## config.mk

```make
export PLATFORM = sky130hd
export DESIGN_NAME = ysyx_25040105_ifu
export DESIGN_NICKNAME = d
export VERILOG_FILES = /design/src/rtl/ysyx_25040105_pkg.sv /design/src/rtl/ysyx_25040105_pc_reg.sv /design/src/rtl/ysyx_25040105_ifu.sv
export SDC_FILE = /design/constraint.sdc
export NUM_CORES = 1
export LEC_CHECK = 0
export ABC_AREA = 1
export BUFFER_PORTS_ARGS = -buffer_cell sky130_fd_sc_hd__buf_2
export CORE_UTILIZATION = 45
export CTS_CLUSTER_SIZE = 12
export DETAILED_ROUTE_END_ITERATION = 10
export PLACE_DENSITY = 0.78
export SLEW_MARGIN = 20
export SYNTH_ARGS = -nofsm -noshare
export SYNTH_HDL_FRONTEND = slang
export SYNTH_HIERARCHICAL = 1
export SYNTH_SLANG_ARGS = --single-unit
```

## constraint.sdc

```tcl
create_clock -name clk -period 1.8 [get_ports clk]
set_input_delay 0.45 -clock clk [delete_from_list [all_inputs] [get_ports clk]]
set_output_delay 0.45 -clock clk [all_outputs]
set_load 0.01 [all_outputs]
```

## src/rtl/ysyx_25040105_pkg.sv

```systemverilog
// ysyx_25040105_pkg: shared IFU constants, FSM state and PC-select encodings
package ysyx_25040105_pkg;
  localparam logic [31:0] RESET_PC = 32'h8000_0000;
  localparam logic [31:0] PC_INC   = 32'd4;
  typedef enum logic [2:0] {IDLE, REQ, WAIT, FULL, HALT} ifu_state_e;
  typedef enum logic [1:0] {PC_HOLD, PC_INC4, PC_REDIR} pc_sel_e;
endpackage

```

## src/rtl/ysyx_25040105_pc_reg.sv

```systemverilog
// ysyx_25040105_pc_reg: fetch PC register with hold/+4/redirect select and target alignment handling
// YSYX_25040105_IFU_ALIGN_CHK_EN keeps misaligned targets and flags them; otherwise bits [1:0] are cleared
module ysyx_25040105_pc_reg
  import ysyx_25040105_pkg::*;
(
  input  logic        clk,
  input  logic        rst,
  input  logic [1:0]  i_sel,
  input  logic [31:0] i_redirect_pc,
  output logic [31:0] o_pc,
  output logic        o_mis
);
  logic [31:0] r_pc;
  logic [31:0] w_tgt;
`ifdef YSYX_25040105_IFU_ALIGN_CHK_EN
  assign w_tgt = i_redirect_pc;
  assign o_mis = (i_sel == PC_REDIR) && (i_redirect_pc[1:0] != 2'b00);
`else
  assign w_tgt = i_redirect_pc & ~32'd3;
  assign o_mis = 1'b0;
`endif
  always_ff @(posedge clk or posedge rst) begin
    if (rst) r_pc <= RESET_PC;
    else if (i_sel == PC_REDIR) r_pc <= w_tgt;
    else if (i_sel == PC_INC4) r_pc <= r_pc + PC_INC;
  end
  assign o_pc = r_pc;
endmodule

```

## src/rtl/ysyx_25040105_ifu.sv

```systemverilog
// ysyx_25040105_ifu: single-outstanding instruction fetch with one-entry output buffer and redirect/kill
// YSYX_25040105_IFU_ALIGN_CHK_EN enables misaligned-redirect fault delivery and the HALT state
module ysyx_25040105_ifu
  import ysyx_25040105_pkg::*;
(
  input  logic        clk,
  input  logic        rst,
  output logic        imem_req_valid,
  input  logic        imem_req_ready,
  output logic [31:0] imem_req_addr,
  input  logic        imem_resp_valid,
  input  logic [31:0] imem_resp_data,
  output logic        out_valid,
  input  logic        out_ready,
  output logic [31:0] out_inst,
  output logic [31:0] out_pc,
  input  logic        redirect_valid,
  input  logic [31:0] redirect_pc,
  output logic        fetch_fault
);
  ifu_state_e  r_state, w_nxt;
  pc_sel_e     w_sel;
  logic        r_kill, r_fault, w_hs, w_mis, w_load, w_set_kill;
  logic [31:0] r_inst, w_pc;

  ysyx_25040105_pc_reg u_pc (
    .clk          (clk),
    .rst          (rst),
    .i_sel        (w_sel),
    .i_redirect_pc(redirect_pc),
    .o_pc         (w_pc),
    .o_mis        (w_mis)
  );

  assign w_sel = redirect_valid ? PC_REDIR
               : (r_state == FULL && out_ready && !r_fault) ? PC_INC4 : PC_HOLD;
  assign w_hs = imem_req_valid && imem_req_ready;
  assign w_load = r_state == WAIT && imem_resp_valid && !r_kill && !redirect_valid;
  // a response that is accepted but no longer wanted must be swallowed when it arrives
  assign w_set_kill = redirect_valid
                   && ((r_state == REQ && w_hs) || (r_state == WAIT && !imem_resp_valid));

  always_comb begin
    w_nxt = r_state;
    if (redirect_valid)
      w_nxt = w_mis ? FULL
            : ((r_state == REQ && w_hs) || (r_state == WAIT && !imem_resp_valid)) ? WAIT : REQ;
    else if (r_state == IDLE) w_nxt = REQ;
    else if (r_state == REQ) w_nxt = w_hs ? WAIT : REQ;
    else if (r_state == WAIT) w_nxt = imem_resp_valid ? (r_kill ? REQ : FULL) : WAIT;
    else if (r_state == FULL && out_ready) w_nxt = r_fault ? HALT : REQ;
  end

  always_ff @(posedge clk or posedge rst) begin
    if (rst) begin
      r_state <= IDLE;
      r_kill  <= 1'b0;
      r_fault <= 1'b0;
      r_inst  <= '0;
    end else begin
      r_state <= w_nxt;
      r_kill  <= w_set_kill || (r_kill && !imem_resp_valid);
      if (w_mis) begin
        r_inst  <= '0;
        r_fault <= 1'b1;
      end else if (w_load) begin
        r_inst  <= imem_resp_data;
        r_fault <= 1'b0;
      end
    end
  end

  assign imem_req_valid = r_state == REQ && !r_kill;
  assign imem_req_addr  = w_pc;
  assign out_valid      = r_state == FULL;
  assign out_inst       = r_inst;
  assign out_pc         = w_pc;
`ifdef YSYX_25040105_IFU_ALIGN_CHK_EN
  assign fetch_fault = r_state == FULL && r_fault;
`else
  assign fetch_fault = 1'b0;
`endif
endmodule
```

==> impl_results.md, run 1 <==
- Vias in the first global route: 3,974
- Mean Syn Cell Area: 6.985 sq um
- Worst setup slack before clock tree synthesis: -99.89 ps
- Clock Path Buffers: 2
- Placed wire-length estimate: roughly 8200 um
- Vias post-DR: roughly 4,500
- Power density cells: 881.4 nW/um^2
- Initial DRC Count: approximately 260
- Final layout net count: just over 800
- Minimum setup slack among reg-to-reg paths: 80 ps
- Vertical die dimension: about 100 um
- Internal Power: about 3.1 mW
- Switch share: a little over a third
- Relative area change from synthesis to final layout: 27.53%
- R2r startpoint: r_state[1]$_DFFE_PP0P_
- RePlAce Congestion: 0.9123
- Number of cell rows: 35
- Most used cells in the layout excluding fill and tap cells: 202 x nand2_1, 161 x buf_2, 74 x nand3_1, 65 x dfrtp_1, 62 x nor2_1
- Critical path startpoint category: flop
- Worst Setup Path Type: reg -> out
- Setup violators final: 0
- Length of the first detailed-routing pass in iterations: 5
- Most common cell after layout, fill and taps aside: nand2_1
- Sum of routed wire length over all layers: about 12,000 um
- Overflow left after global routing: 0
- Switching Power: around 1.7 mW
- Clock root buffer: clkbuf_8
- Post-Synthesis Cell Area: ~4300 sq um
- Clock Latency Late Sink: approximately 340 ps
- Worst clock skew: roughly 9.5 ps
- H-tree levels: 3
- Part of the total power dissipated in the clock network: 26.9%
- Total Neg Setup Slack: 0 ps
- Largest driver fanout on the critical path: 2
- Synthesis-stage register bit count: 67
- Achievable Freq: 576.6 MHz
- Setup crit end kind: output pin
- CTS Sinks: 67
- Reg-to-Reg End: u_pc/o_pc[7]$_DFFE_PP0P_
- Area of the die: between 9000 and 10,000 sq um
- Vias per inst: around 5.1
- Final-layout worst hold slack: slightly below 200 ps
- Endpoint arrival time on the critical path: 1280 ps
- Initial cell density of the core: a little under half
- Global-route wire length before repair: between 15,000 and 20,000 um
- Period utilization: 96.35%
- DR DRC count: 0
- CTS clk-pin slew, worst paths: around 80 ps
- Ports placed on the boundary: about 170
- Worst Hold Class: in -> async
- Run status: finished, final reports clean
- Largest net degree at the start of global routing: 38
- Hold Vio Cnt, Final: 0
- TritonCTS clock tree: built
- Leak Pwr: around 3.0 nW
- Count of fill cells added during filler insertion: between 800 and 900
- Final antenna diode count: 0
- Count of synthesis-stage warnings from yosys: 6
- FF-to-FF path depth: 10
- Cell variety after synth: 31
- Clock buffers created by TritonCTS: 9
- Share of the core filled with cells in the final layout: 59.09%
- Area occupied by multi-input gates: between 2000 and 2500 sq um
- Max capacitance violation total: 0
- Setup ws final: about 66 ps
- Sequential cell area fraction in the yosys report: between 30% and 40%
- Logic gate share of total power: around 34%
- Number of antenna violations at the first check in global routing: 0
- Number of nets with antenna violations after detailed routing: 0
- Final count of pins violating max slew: 0
- Area used by sequential logic in the layout: approximately 1700 sq um
- Die outline width: 99.55 um
- Fraction of final layout cells sized beyond drive strength 1: between 30 and 40%
- IO buf count: roughly 160
- Gate count after technology mapping: about 600
- Data required time at the worst endpoint: roughly 1400 ps
- Setup repair after global routing missed its margin: true
- Final Critical Period: 1734 ps
- Global Route Usage Sum: 22.73%
- Routed length per instance: approximately 13 um
- Max rail drop VDD: 0.5490 mV
- Sequential fraction of design power: between 30% and 40%
- Placeable core region: between 9000 and 10,000 sq um
[worst max-delay path by stage]
stage	start	endpoint	cells past startpoint
after floorplan	r_state[0]$_DFFE_PP0P_	u_pc/o_pc[13]$_DFFE_PP0P_	12
after global placement	redirect_valid	u_pc/o_pc[16]$_DFFE_PP0P_	9
after detailed placement	redirect_valid	u_pc/o_pc[16]$_DFFE_PP0P_	9
after CTS	r_state[2]$_DFFE_PP0P_	imem_req_valid	5
after global routing	r_state[1]$_DFFE_PP0P_	u_pc/o_pc[7]$_DFFE_PP0P_	13
final	r_state[1]$_DFFE_PP0P_	imem_req_valid	5
[synthesized netlist by cell type]
cell type	instances	share of area [%]
nand2_1	205	18
nand3_1	74	8.7
dfrtp_1	66	39
nor2_1	66	5.8
inv_1	43	3.8
buf_4	36	6.3
a21oi_1	24	2.8
o21ai_0	20	2.3
buf_2	11	1.3
nand2_2	8	1.2
clkbuf_1	6	0.53
nor2_2	6	0.88
nor2_4	6	1.6
o22ai_1	6	0.88
and2_1	4	0.58
buf_6	4	1.1
nor3_1	4	0.47
nand4_1	3	0.44
o21ai_1	3	0.35
clkinv_1	2	0.18
conb_1	2	0.18
ha_1	2	0.58
inv_2	2	0.18
nor2_8	2	0.94
o21bai_2	2	0.53
clkbuf_8	1	0.32
dfstp_2	1	0.61
nand2_4	1	0.26
nand3_4	1	0.41
nand3b_2	1	0.26
or2_2	1	0.15
[per-stage QoR]
step,instances,instance area (sq um),power (mW)
after floorplan,615,4313,2.908
after global placement,865,5074,3.319
after detailed placement,865,5074,3.371
after CTS,880,5294,4.699
final,890,5460,4.813
after global routing,890,5460,5.095
[cells by family (layout without fill, tap and decap cells)]
| logic type | count (synthesis) | in the layout | share of synthesized area, % |
|---|---|---|---|
| AND/OR/NAND/NOR | 382 | 383 | 39.54 |
| buffers and inverters | 105 | 250 | 13.62 |
| flip-flops | 67 | 67 | 39.19 |
| AO/OA/AOI/OAI | 55 | 55 | 6.897 |
| adder cells (fa/ha/maj) | 2 | 2 | 0.5844 |
| other | 2 | 4 | 0.1754 |
[critical path, stage by stage (launching register included)]
cell and delay (ps):
dfrtp_1 410, buf_6 130, nor2_4 120, nand2_2 80
nor2_1 80, buf_2 130
[cell type report]
class | count | share of cell area, %
Sequential cell | 67 | 30.75
Tap cell | 129 | 2.956
Multi-Input combinational cell | 444 | 38.34
Clock buffer | 13 | 2.910
Clock inverter | 2 | 0.6416
Timing Repair Buffer | 188 | 20.94
Inverter | 47 | 3.460
[routing by layer]
metal | up-vias | global-route usage [%] | part of all wire, %
met1 | 2066 | 27.20 | 41
met4 | 0 | 8.710 | 2.5
met2 | 219 | 39.26 | 49
li1 | 2189 | - | -
met3 | 27 | 5.762 | 7.2
met5 | - | 0 | 0
[registers in the layout, summed over array words and instances (netlist names)]
signal,count
r_kill,1
out_inst,32
u_pc/o_pc,30
r_state,3
r_fault,1
[repair_timing]
action	in CTS	in global routing
hold buffers	0	0
endpoints found under the setup margin	12	22
pin swaps	0	7
setup buffers	0	6
resized for setup	6	13
cloned	0	4
[power by group through the flow]
stage,Sequential (mW),Clock (mW),Combinational (mW)
after detailed placement,1.92,0,1.45
after CTS,1.89,1.32,1.49
after floorplan,1.96,0,0.949
after global placement,1.91,0,1.41
final,1.90,1.29,1.62
after global routing,1.93,1.39,1.78
Note: power is estimated with default switching activity, not from simulation.
==> run 2: changes to the inputs <==
==> constraint.sdc (replaced) <==
create_clock -name clk -period 1.8 [get_ports clk]
set_input_delay 0.45 -clock clk [delete_from_list [all_inputs] [get_ports clk]]
set_output_delay 0.45 -clock clk [all_outputs]
set_load 0.02 [all_outputs]
==> run 2 against run 1 <==
  * Clock skew is essentially flat
  * Die area stayed put
  * Flip-flop and latch count did not move
  * Design area decreased by 2.1%
  * Maximum frequency increased by 0.35%
  * Utilization down 1.2 points
  * Largest cell class unchanged
==> impl_results.md, run 2 (synthesized netlist as in run 1, its figures left out) <==
- Run status: finished, final reports clean
- Largest driver fanout on the critical path: 3
- Hold bufs inserted after CTS: 0
- R2r startpoint: u_pc/o_pc[2]$_DFFE_PP0P_
- RePlAce Congestion: around 0.91
- Reg-to-Reg End: u_pc/o_pc[22]$_DFFE_PP0P_
- Ports placed on the boundary: 169
- Fraction of final layout cells sized beyond drive strength 1: around a third
- Final layout net count: 824
- Clock Path Buffers: 2
- Post-detailed-placement cell area: just over 5000 sq um
- Overflow left after global routing: 0
- Global Route Usage Sum: about 23%
- Setup ws final: between 70 and 80 ps
- Max capacitance violation total: 0
- Placed wire-length estimate: between 8000 and 9000 um
- Setup violators final: 0
- Post-route cell area: around 5300 sq um
- H-tree levels: 3
- Hold Vio Cnt, Final: 0
- Critical path startpoint category: flop
- Initial cell density of the core: a little under half
- Die outline width: around 100 um
- Clock root buffer: clkbuf_8
- Vias post-DR: between 4,000 and 5,000
- Vertical die dimension: about 100 um
- Relative area change from synthesis to final layout: 24.90%
- Achievable Freq: slightly below 600 MHz
- Max rail drop VDD: between 0.4 and 0.5 mV
- Leak Pwr: 2.921 nW
- Setup crit end kind: output pin
- Number of antenna violations at the first check in global routing: 1
- Vias in the first global route: 4,124
- Worst clock skew: a little over 9 ps
- Overall power consumption: just under 5 mW
- Largest net degree at the start of global routing: 38
- Final count of pins violating max slew: 0
- Period utilization: about 96%
- Most used cells in the layout excluding fill and tap cells: 203 x nand2_1, 160 x buf_2, 73 x nand3_1, 65 x dfrtp_1, 60 x nor2_1
- Sum of routed wire length over all layers: 11,370 um
- Global-route wire length before repair: 18,260 um
- Length of the first detailed-routing pass in iterations: 4
- CTS clk-pin slew, worst paths: roughly 80 ps
- Initial DRC Count: 168
- Clock Latency Late Sink: around 340 ps
- FF-to-FF path depth: 10
- Number of cell rows: 35
- Data required time at the worst endpoint: around 1400 ps
- Flip-flop count of the largest register after layout: 32
- Minimum setup slack among reg-to-reg paths: 120 ps
- Endpoint arrival time on the critical path: 1280 ps
- DR DRC count: 0
- Most common cell after layout, fill and taps aside: nand2_1
- TritonCTS clock tree: built
- Worst setup slack before clock tree synthesis: -35.55 ps
- Worst Setup Path Type: reg -> out
- CTS Sinks: 67
- Power density cells: roughly 930 nW/um^2
- Routed length per instance: between 10 and 15 um
- IO buf count: about 160
- Vias per inst: about 5
- Placeable core region: 9240 sq um
- Clock buffers created by TritonCTS: 9
- Worst Hold Class: in -> async
- Area of the die: around 9900 sq um
- Number of nets with antenna violations after detailed routing: 0
- Final antenna diode count: 0
- Final Critical Period: roughly 1700 ps
## run 2: changes by cell type in the layout (fill, tap and decap cells not counted), sizes merged
cell and change:
nor2 -1, clkinv +3, clkbuf -7, inv +1
buf -2, clkinvlp +2
## run 2: cell type report
cell class	instances	area (sq um)
Fill cell	874	3892
Multi-Input combinational cell	443	2102
Sequential cell	67	1679
Timing Repair Buffer	183	1017
Inverter	47	188.9
Tap cell	129	161.4
Clock buffer	9	123.9
Clock inverter	7	68.82
Timing Repair inverter	1	6.256
## run 2: worst max path at each step
stage                           start                        end  slack, ps
6_report       r_state[1]$_DFFE_PP0P_             imem_req_valid         70
5_1_grt        r_state[1]$_DFFE_PP0P_  u_pc/o_pc[19]$_DFFE_PP0P_         -3
4_1_cts        r_state[1]$_DFFE_PP0P_             imem_req_valid         -2
3_5_place_dp           redirect_valid  u_pc/o_pc[12]$_DFFE_PP0P_        -40
3_3_place_gp           redirect_valid  u_pc/o_pc[17]$_DFFE_PP0P_          7
2_1_floorplan  r_state[0]$_DFFE_PP0P_  u_pc/o_pc[11]$_DFFE_PP0P_        -60
## run 2: timing repair
action,4_1_cts,5_1_grt
resized for setup,7,18
setup endpoints to repair,5,28
gates cloned,1,0
buffers inserted,0,3
pin swaps,1,3
## run 2: per-stage QoR
stage               cells  hold slack, ps  utilization (%)  setup TNS, ps
floorplan             615           487.1                -         -313.0
global placement      866           478.6            54.68              0
detailed placement    866           487.8            54.68         -165.7
CTS                   883           184.3            57.06         -4.676
global route          886           223.7            57.87         -2.597
finish                886           177.3            57.87              0
## run 2: routing by layer
metal | wire [um] | vias to the layer above | track usage, %
met5 | 13 | - | 0
met3 | 948 | 22 | 4.708
met2 | 5524 | 213 | 40.71
met1 | 4638 | 2021 | 27.42
li1 | - | 2175 | -
met4 | 250 | 2 | 10.52
## run 2: worst max-delay path, cell delays in order (launching register included)
cell and delay (ps):
dfrtp_1 400, buf_6 130, nor2_4 130, nand2_4 80, nor2_4 80, buf_6 120
## run 2: report_power, final
part / total [mW] / switching, mW / internal, mW / leakage (nW)
clock network: 1.25 / 0.614 / 0.635 / 0.0950
logic: 1.82 / 1.15 / 0.674 / 1.98
registers: 1.90 / 0.223 / 1.68 / 0.850
total: 4.97 / 1.99 / 2.99 / 2.92
==> run 3: changes to the inputs <==
--- a/config.mk
+++ b/config.mk
@@ -6,11 +6,11 @@
 export NUM_CORES = 1
 export LEC_CHECK = 0
 export ABC_AREA = 1
-export BUFFER_PORTS_ARGS = -buffer_cell sky130_fd_sc_hd__buf_2
 export CORE_UTILIZATION = 45
 export CTS_CLUSTER_SIZE = 12
 export DETAILED_ROUTE_END_ITERATION = 10
-export PLACE_DENSITY = 0.78
+export DONT_BUFFER_PORTS = 1
+export PLACE_DENSITY = 0.62
 export SLEW_MARGIN = 20
 export SYNTH_ARGS = -nofsm -noshare
 export SYNTH_HDL_FRONTEND = slang
==> run 3 against run 2 <==
  * Sequential share of layout area grew 3.8 points
  * Design area down 11%
  * Maximum frequency down 0.47%
  * Worst setup slack got worse by 8.1 ps
  * Combinational power is 15% lower
  * Die area stayed put
  * Utilization down 6.3 points
  * Critical endpoint unchanged
==> impl_results.md, run 3 (synthesized netlist as in run 1, its figures left out) <==
- Run status: finished, final reports clean
- Cell at the slowest stage of the critical path: dfrtp_1
- Initial cell density of the core: 46.34%
- Setup violators final: 0
- Most used cells in the layout excluding fill and tap cells: 203 x nand2_1, 73 x nand3_1, 66 x dfrtp_1, 62 x nor2_1, 43 x inv_1
- Largest driver fanout on the critical path: 5
- Worst Hold Class: in -> async
- Worst Setup Path Type: reg -> out
- Sequential fraction of design power: a little over two fifths
- Setup repair after global routing missed its margin: true
- Maximum cell stage delay along the critical path: roughly 400 ps
- Critical path startpoint category: flop
- Final count of pins violating max slew: 0
- Overflow left after global routing: 0
- Ports placed on the boundary: approximately 170
- Flip-flop count of the largest register after layout: 32
- H-tree levels: 3
- Placed wire-length estimate: just under 8000 um
- IO buf count: 0
- Reg-to-Reg End: u_pc/o_pc[11]$_DFFE_PP0P_
- Logic gate share of total power: roughly a third
- Vias per inst: just over 5
- R2r startpoint: r_state[1]$_DFFE_PP0P_
- Max rail drop VDD: 0.4393 mV
- Vias post-DR: 3,875
- RePlAce Congestion: 0.9017
- Setup crit end kind: output pin
- Clock Path Buffers: 2
- Switching Power: approximately 1.9 mW
- Area of the die: ~9900 sq um
- Vertical die dimension: around 100 um
- Period utilization: ~96%
- Length of routed met2 wiring: between 5000 and 6000 um
- Die outline width: 99.55 um
- Overall power consumption: around 4.6 mW
- Share of the core filled with cells in the final layout: around half
- CTS Sinks: 67
- Top routing layer in use: met4
- Clock buffers created by TritonCTS: 9
- Largest net degree at the start of global routing: 38
- Routed length per instance: around 14 um
- Initial DRC Count: 175
- Minimum setup slack among reg-to-reg paths: 70 ps
- Fraction of final layout cells sized beyond drive strength 1: between 15 and 20%
- Part of the total power dissipated in the clock network: 25.0%
- Global-route wire length before repair: 16,790 um
- DR DRC count: 0
- Number of nets with antenna violations after detailed routing: 0
- Data required time at the worst endpoint: approximately 1400 ps
- Hold Vio Cnt, Final: 0
- Setup fix buffers added after clock tree synthesis: 0
- Number of antenna violations at the first check in global routing: 0
- Final Critical Period: ~1700 ps
- Power density cells: approximately 970 nW/um^2
- FF-to-FF path depth: 11
- Clock Latency Late Sink: roughly 340 ps
- Endpoint arrival time on the critical path: about 1300 ps
- Clock root buffer: clkbuf_8
- Number of cell rows: 35
- Sum of routed wire length over all layers: between 10,000 and 15,000 um
- Internal Power: approximately 2.7 mW
- Global Route Usage Sum: a little over a fifth
- Leak Pwr: between 2 and 2.5 nW
- Length of the first detailed-routing pass in iterations: 4
- Vias in the first global route: 3,560
- Most common cell after layout, fill and taps aside: nand2_1
- Achievable Freq: 575.9 MHz
- Worst clock skew: 15.00 ps
- Cell breakdown of the critical path: buf_4 > nor2_2 > nand2_2 > nor2_4
- WL met3: between 700 and 800 um
- Final layout net count: approximately 690
- Placeable core region: roughly 9200 sq um
- Final antenna diode count: 0
- Max capacitance violation total: 0
- Count of fill cells added during filler insertion: 894
- Detailed-routing wirelength on met1: 4523 um
- Switch share: around two fifths
- CTS clk-pin slew, worst paths: ~80 ps
- TritonCTS clock tree: built
- Relative area change from synthesis to final layout: 11.28%
run 3: final cells by class:
class,count,area [sq um],share of cell area [%]
tap,129,161.4,3.388
clock buffer,10,137.6,2.889
inverter,47,191.4,4.018
timing repair buffer,49,466.7,9.795
clock inverter,6,40.04,0.8403
sequential,67,1678,35.22
multi-input combinational,443,2090,43.85
run 3: metal layers:
layer	up-vias	global-route usage (%)
met5	-	0
met3	17	5.762
met2	170	36.22
met4	0	7.919
met1	1777	26.04
li1	1911	-
run 3: worst max-delay path, delay by kind of cell (launching register included):
family,cells,cell delay [ps]
simple gates,3,410
buf+inv,1,160
flops,1,400
run 3: worst max-delay path by stage:
stage | cells after the start | startpoint | endpoint | slack, ps
2_1_floorplan | 12 | r_state[0]$_DFFE_PP0P_ | u_pc/o_pc[11]$_DFFE_PP0P_ | -60
5_1_grt | 11 | r_state[0]$_DFFE_PP0P_ | u_pc/o_pc[13]$_DFFE_PP0P_ | -20
3_3_place_gp | 11 | r_state[0]$_DFFE_PP0P_ | u_pc/o_pc[29]$_DFFE_PP0P_ | 8
4_1_cts | 4 | r_state[1]$_DFFE_PP0P_ | imem_req_valid | 20
3_5_place_dp | 11 | r_state[1]$_DFFE_PP0P_ | u_pc/o_pc[29]$_DFFE_PP0P_ | -20
6_report | 4 | r_state[1]$_DFFE_PP0P_ | imem_req_valid | 60
run 3: repair_timing:
item,CTS,global route
hold endpoints to repair,8,0
hold buffers,1,0
cloned,0,3
pin swaps,1,3
setup endpoints to repair,8,16
resized for setup,6,9
run 3: stage by stage:
| step | cell area (sq um) | hold slack [ps] | cells | setup TNS [ps] | setup slack [ps] |
|---|---|---|---|---|---|
| finish | 4765 | 112.1 | 751 | 0 | 63.56 |
| floorplan | 4369 | 487.1 | 615 | -313.0 | -55.91 |
| global route | 4765 | 133.1 | 751 | -35.77 | -18.28 |
| detailed placement | 4442 | 360.4 | 731 | -85.18 | -23.82 |
| CTS | 4657 | 101.6 | 748 | 0 | 24.97 |
| global placement | 4442 | 355.4 | 731 | 0 | 8.303 |
run 3: power by group through the flow:
stage,clock [mW],sequential (mW),combinational (mW)
2_1_floorplan,0,2.06,1.08
3_3_place_gp,0,1.94,1.44
3_5_place_dp,0,1.94,1.47
4_1_cts,1.19,1.92,1.51
5_1_grt,1.24,1.95,1.70
6_report,1.15,1.92,1.54
